### src/rtl/alu_arbiter.sv
`default_nettype none
// ============================================================================
// Module  : alu_arbiter
// Brief   : Round-robin arbiter sharing one combinational ALU between two
//           valid/ready requesters; result returned on a tagged response.
//           Optional macro ALU_ARBITER_STATS_EN adds per-requester grant counters.
// Revision: 1.0 - initial release
// ============================================================================
module alu_arbiter #(
  parameter int BUS_SIZE    = 8,
  parameter int OPCODE_SIZE = 6
) (
  input  logic                   clk,
  input  logic                   reset,
  input  logic                   req0_valid,
  input  logic [BUS_SIZE-1:0]    req0_num1,
  input  logic [BUS_SIZE-1:0]    req0_num2,
  input  logic [OPCODE_SIZE-1:0] req0_opcode,
  output logic                   req0_ready,
  input  logic                   req1_valid,
  input  logic [BUS_SIZE-1:0]    req1_num1,
  input  logic [BUS_SIZE-1:0]    req1_num2,
  input  logic [OPCODE_SIZE-1:0] req1_opcode,
  output logic                   req1_ready,
  output logic [BUS_SIZE-1:0]    alu_num1,
  output logic [BUS_SIZE-1:0]    alu_num2,
  output logic [OPCODE_SIZE-1:0] alu_opcode,
  input  logic [BUS_SIZE-1:0]    alu_out,
  input  logic                   alu_carry,
  output logic                   rsp_valid,
  input  logic                   rsp_ready,
  output logic                   rsp_id,
  output logic [BUS_SIZE-1:0]    rsp_data,
  output logic                   rsp_carry
`ifdef ALU_ARBITER_STATS_EN
  ,
  output logic [15:0]            grant_cnt0,
  output logic [15:0]            grant_cnt1
`endif
);

  typedef enum logic [1:0] {
    IDLE = 2'd0,
    EXEC = 2'd1,
    RESP = 2'd2
  } state_t;

  state_t state;
  logic   last_grant;
  logic   cur_id;
  logic   any_valid;
  logic   grant_id;
  logic   accept;

  // Tie goes to whichever requester was not served last.
  always_comb begin
    any_valid  = req0_valid | req1_valid;
    grant_id   = req1_valid & (~req0_valid | ~last_grant);
    accept     = (state == IDLE) & any_valid & ~reset;
    req0_ready = accept & ~grant_id;
    req1_ready = accept & grant_id;
  end

  always_ff @(posedge clk) begin
    if (reset) begin
      state      <= IDLE;
      last_grant <= 1'b1;
      cur_id     <= 1'b0;
      alu_num1   <= '0;
      alu_num2   <= '0;
      alu_opcode <= '0;
      rsp_valid  <= 1'b0;
      rsp_id     <= 1'b0;
      rsp_data   <= '0;
      rsp_carry  <= 1'b0;
    end else begin
      case (state)
        IDLE: begin
          if (any_valid) begin
            alu_num1   <= grant_id ? req1_num1   : req0_num1;
            alu_num2   <= grant_id ? req1_num2   : req0_num2;
            alu_opcode <= grant_id ? req1_opcode : req0_opcode;
            cur_id     <= grant_id;
            last_grant <= grant_id;
            state      <= EXEC;
          end
        end
        EXEC: begin
          rsp_data  <= alu_out;
          rsp_carry <= alu_carry;
          rsp_id    <= cur_id;
          rsp_valid <= 1'b1;
          state     <= RESP;
        end
        RESP: begin
          if (rsp_ready) begin
            rsp_valid <= 1'b0;
            state     <= IDLE;
          end
        end
        default: state <= IDLE;
      endcase
    end
  end

`ifdef ALU_ARBITER_STATS_EN
  // Saturating counters of accepted handshakes per requester.
  always_ff @(posedge clk) begin
    if (reset) begin
      grant_cnt0 <= 16'h0000;
      grant_cnt1 <= 16'h0000;
    end else begin
      if (req0_ready && grant_cnt0 != 16'hFFFF) grant_cnt0 <= grant_cnt0 + 16'd1;
      if (req1_ready && grant_cnt1 != 16'hFFFF) grant_cnt1 <= grant_cnt1 + 16'd1;
    end
  end
`else
  // Grant statistics are not built in this configuration.
`endif

endmodule
`default_nettype wire

### config.mk
export PLATFORM = sky130hd
export DESIGN_NAME = alu_arbiter
export DESIGN_NICKNAME = d
export VERILOG_FILES = /design/src/rtl/alu_arbiter.sv
export SDC_FILE = /design/constraint.sdc
export NUM_CORES = 1
export LEC_CHECK = 0
export BUFFER_PORTS_ARGS = -buffer_cell sky130_fd_sc_hd__buf_2
export CORE_MARGIN = 1
export CORE_UTILIZATION = 44
export DETAILED_ROUTE_END_ITERATION = 10
export PLACE_DENSITY = 0.81
export SETUP_SLACK_MARGIN = 0.1
export SLEW_MARGIN = 20
export SYNTH_ARGS = -nofsm -noshare
export SYNTH_HDL_FRONTEND = slang
export SYNTH_SLANG_ARGS = --single-unit
### constraint.sdc
create_clock -name clk -period 1.7 [get_ports clk]
set_input_delay 0.17 -clock clk [delete_from_list [all_inputs] [get_ports clk]]
set_output_delay 0.17 -clock clk [all_outputs]
set_load 0.005 [all_outputs]
# After elaboration in Yosys (flattened, before gate mapping)
# Index checks and enable logic that the tools add are counted.
[classes]
n_reduce_logical = 5
muxes = 8
bitwise = 11
eq_ne = 4
[op_table]
columns = ["cell", "n"]
rows = [
  ["$mux 8", 2],
  ["$mux 6", 1],
  ["$pmux 2 s3", 1],
  ["$reduce_and 2->1", 3],
  ["$and 1x1->1", 5],
  ["$mux 2", 2],
  ["$ne 2x2->1 const B", 2],
  ["$not 1->1", 4],
  ["$eq 2x1->1 const B", 1],
  ["$eq 2x2->1 const B", 1],
  ["$logic_not 2->1", 1],
  ["$or 1x1->1", 2],
  ["$pmux 1 s2", 1],
  ["$reduce_bool 2->1", 1],
  ["$mux 1", 1],
]
[totals]
reg_bits = 37
input_bits = 58
word_cells = 38

# Logic depth before layout (Yosys ltp)
[depth]
ltp_word = 5
mapped_depth = 5
mapped_depth_nobuf = 3

# Least setup slack after synthesis
# Ideal clock, no wire load.
[synth_timing]
path_kind = "register -> register"
startpoint = "register last_grant"
endpoint = "register alu_num2[3]"
setup_slack_ps = 533
setup_ps = 89
arrival_ps = 1078
path_stages_with_launch = 5
path_cell_list = "dfxtp_1 a21bo_2 clkbuf_1 nand2_1 a311oi_2"
[synth_via]
elab_chain_cells = 4
[synth_lines]
columns = ["item", "line_no", "source"]
rows = [
  ["start: declaration", "49", "logic last_grant;"],
  ["start signal: assignment", "84", "last_grant <= grant_id;"],
  ["$not 1->1", "58", "grant_id = req1_valid & (~req0_valid | ~last_grant);"],
  ["$or 1x1->1", "58", ""],
  ["$and 1x1->1", "58", ""],
  ["$mux 8", "81", "alu_num2 <= grant_id ? req1_num2 : req0_num2;"],
  ["end signal: assignment", "81", ""],
  ["end: declaration", "26", "output logic [BUS_SIZE-1:0] alu_num2,"],
]
# No other way between the ends.
# A chain may end at the register's enable or synchronous reset.

# Worst setup path after layout
[layout_timing]
startpoint = "register state[1]"
endpoint = "output req1_ready"
[layout_via]
elab_chain_cells = 4
[layout_lines]
columns = ["item", "line_no", "source"]
rows = [
  ["start: declaration", "48", "state_t state;"],
  ["start signal: assignment", "66", "state <= IDLE;"],
  ["start signal: assignment", "85", "state <= EXEC;"],
  ["start signal: assignment", "93", "state <= RESP;"],
  ["$logic_not 2->1", "59", "accept = (state == IDLE) & any_valid & ~reset;"],
  ["$and 1x1->1 (2 in series)", "59", ""],
  ["$and 1x1->1", "61", "req1_ready = accept & grant_id;"],
  ["end: declaration", "24", "output logic req1_ready,"],
]
# No other way between the ends.

==> results by stage <==
Setup path:
- The count of buffer and inverter cells on the critical path is 1.
- The data arrival time of the worst path is 1.32 ns.
- The required time at the worst-slack endpoint is 1.53 ns.
- The worst setup path startpoint is state[1].
- The startpoint identified for the worst register-to-register timing path is state[1].
- The kind of cell with the highest combined delay along the critical path is simple AND/OR/NAND/NOR gates.
- The type of destination of the critical path is a primary output.
- The cell with the biggest individual delay on the critical path is sky130_fd_sc_hd__dfxtp_1.
- The critical path goes through nor2_4 > nand2_1 > nor3_1 > buf_2.
- The class of the most critical setup path is reg -> out.
- For this run, the slowest stage of the critical path takes 0.37 ns.
- The type of origin of the critical path is a flip-flop.
- The highest fanout seen on the critical path is 9.

STA:
- The number of endpoints with negative hold slack in the final report is 0.
- Setup repair after global routing left no endpoint under its margin.
- Headroom to the max-slew limit came out at 54.6%.
- Hold timing on the final database bottoms out at a slack of 0.120 ns.
- The count of final max-slew check failures is 0.
- The post-layout worst setup margin is 0.210 ns.
- The final period demand of the worst path is 1.49 ns.
- The worst path uses 87.6% of the clock period.
- The peak clock frequency supported by timing is 671 MHz.
- The slew at the pin closest to its max-slew limit is 0.679 ns.
- The clock skew is 0.00845 ns.
- The final-layout setup total negative slack is 0 ns.
- Setup violations remaining at the end of the flow were counted as 0.

Floorplanning:
- The chip width is 63.9 um.
- The area of the core region is 3660 um^2.
- The site row count is 22.
- The starting density of the core is 46.0%.
- The number of top-level pins is 93.
- The die extent in y is 63.9 um.
- The floorplan step defined a die boundary enclosing 4080 um^2.

Finish:
- The antenna cell count is 0.
- The top cell types in the final layout, fill and taps aside, are sky130_fd_sc_hd__buf_2, sky130_fd_sc_hd__nand2_1, sky130_fd_sc_hd__dfxtp_1.
- The most common library cell in the layout ignoring fill and taps is sky130_fd_sc_hd__buf_2.
- Relative to the synthesized area, the layout overhead comes to 36.4%.
- The post-layout utilization of the core is 62.8%.
- At the end of the flow, the number of nets in the layout was 342.
- The count of non-filler cells in the finished layout is 333.
- The finished cells cover 2300 um^2.
- The fraction of final layout cells sized beyond drive strength 1 is 47.4%.

Placement:
- The worst setup timing slack at the placement stage is 0.292 ns.
- The final RePlAce weighted congestion is 0.754.
- The total placed cells including tap cells is 322.
- The HPWL after detailed placement is 2950 um.
- The standard cell area after detailed placement is 2160 um^2.
- The number of port buffers is 92.

Drt:
- The antenna violation net count after detailed routing is 0.
- The post-detailed-routing wire length is 4220 um.
- The first routing iteration left 70 violations.
- The via count is 1708.
- After detailed routing, the number of remaining DRC violations is 0.
- The number of iterations in the first detailed-routing pass is 4.
- Using the TritonRoute via totals, the vias-per-cell ratio works out to 5.13.
- Dividing the detail-routed wire length by the instance count gives 12.7 um.

Clock network:
- TritonCTS built the clock tree.
- The clock tree synthesis step divided the H-tree into 2 levels.
- For this design, the sink count on the clock tree is 37.
- The CTS clock-pin slew for the worst setup and hold paths is 0.07 ns.
- The clock passes through at most 2 buffers.
- Clock tree synthesis selected as its root buffer the cell sky130_fd_sc_hd__clkbuf_8.
- Clock tree synthesis inserted a total of 5 buffers.
- Clock latency on the worst-skew pair, taken at its later pin, is 0.29 ns.

Power:
- The peak supply drop is 517 uV.
- The power per unit of standard cell area is 970 nW/um^2.
- Summed over all cells, the static leakage comes to 1.06 nW.
- The power after layout is 2.23 mW.

Min path:
- The worst hold path begins at alu_out[3].
- In this run the worst hold path is classified as in -> reg.

Synthesis:
- The number of nets in the synthesized netlist is 251.
- The sequential fraction of the synthesis area is 43.9%.
- The number of storage elements in the synthesis netlist is 37.
- In this run, distinct cell masters in the synthesized netlist total 22.
- The number of warnings issued by yosys is 0.
- The mapped netlist covers 1690 um^2.
- Each instance of the synthesized netlist takes up on average 8.73 um^2.
- The number of instances in the synthesized netlist is 193.

Global routing:
- Entering global routing, the biggest net connects 25 pins.
- The initial antenna violation count is 0.
- For this run, the total global-route usage over all layers was measured as 21.4%.
- The remaining global-route overflow is 0.
- The global-route wire length before repair is 6860 um.
- The via count of the first global-routing pass was 1572.

Outcome:
- The run finished with clean final reports.

Flow run:
- The tool flagged a number of max-cap violations equal to 0.
-- worst register-to-register path, stage by stage (launching register included) --
cell and delay, ns:
sky130_fd_sc_hd__dfxtp_1 0.37, sky130_fd_sc_hd__nor2_4 0.21, sky130_fd_sc_hd__buf_4 0.15, sky130_fd_sc_hd__and2_4 0.35
sky130_fd_sc_hd__a311oi_2 0.16
-- Yosys cell counts --
cell                       instances  area share, %
sky130_fd_sc_hd__o21ba_2           1           0.59
sky130_fd_sc_hd__a21oi_1          34             10
sky130_fd_sc_hd__and3_1            1           0.37
sky130_fd_sc_hd__a21boi_0          1           0.45
sky130_fd_sc_hd__nor3_1            3           0.89
sky130_fd_sc_hd__a311oi_1          2            1.0
sky130_fd_sc_hd__nand2b_1          1           0.37
sky130_fd_sc_hd__dfxtp_1          37             44
sky130_fd_sc_hd__nor2b_1           2           0.74
sky130_fd_sc_hd__nand2_1          66             15
sky130_fd_sc_hd__and2_4            1           0.52
sky130_fd_sc_hd__or3b_2            1           0.52
sky130_fd_sc_hd__or2_1             1           0.37
sky130_fd_sc_hd__a21boi_2          1           0.67
sky130_fd_sc_hd__nor2_1            1           0.22
sky130_fd_sc_hd__nor2_2            1           0.37
sky130_fd_sc_hd__clkbuf_1          8            1.8
sky130_fd_sc_hd__a311oi_2         20             18
sky130_fd_sc_hd__buf_2             7            2.1
sky130_fd_sc_hd__a21bo_2           1           0.59
sky130_fd_sc_hd__buf_6             2            1.3
sky130_fd_sc_hd__a211o_1           1           0.52
-- report_power, final --
group	switching [mW]	internal (mW)
clock network	0.306	0.366
registers	0.0571	0.960
logic	0.283	0.258
total	0.646	1.58
-- routing by layer --
layer / part of all wire (%) / track usage [%] / vias up
met5: 0 / 0 / -
met4: 1.2 / 9.38 / 0
met3: 7.7 / 5.71 / 5
met2: 46 / 34.4 / 74
met1: 45 / 26.7 / 772
li1: - / - / 857
-- final cells by class --
type                    count  area, um^2
clock buffers               7        96.3
fillers                   328        1360
flip-flops and latches     37         741
repair buffers            101         528
clock inverters             1        5.00
multi-input cells         139         868
well taps                  48        60.1
-- what timing repair did --
item | in CTS | in global routing
pin swaps | 0 | 1
gates resized for setup | 1 | 1
endpoints found under the setup margin | 2 | 2
setup buffers | 0 | 3
hold buffers | 0 | 0
-- path summary, 6_finish.rpt --
kind / slack [ns] / cells after the start / end
max: 0.21 / 4 / req1_ready
min: 0.12 / 3 / rsp_data[3]
max reg2reg: 0.33 / 4 / alu_opcode[0]
min reg2reg: 0.45 / 2 / rsp_data[1]
-- state kept, by name (all words and copies together) (netlist names) --
signal / flops
alu_num1: 8
alu_num2: 8
alu_opcode: 6
cur_id: 1
last_grant: 1
rsp_carry: 1
rsp_data: 8
rsp_id: 1
rsp_valid: 1
state: 2
-- kinds of logic after synthesis --
family          Yosys count  share of synthesized area [%]
simple gates             78                           19.1
flops                    37                           43.9
buf+inv                  17                           5.20
compound gates           61                           31.8
(Power assumes the default switching activity.)
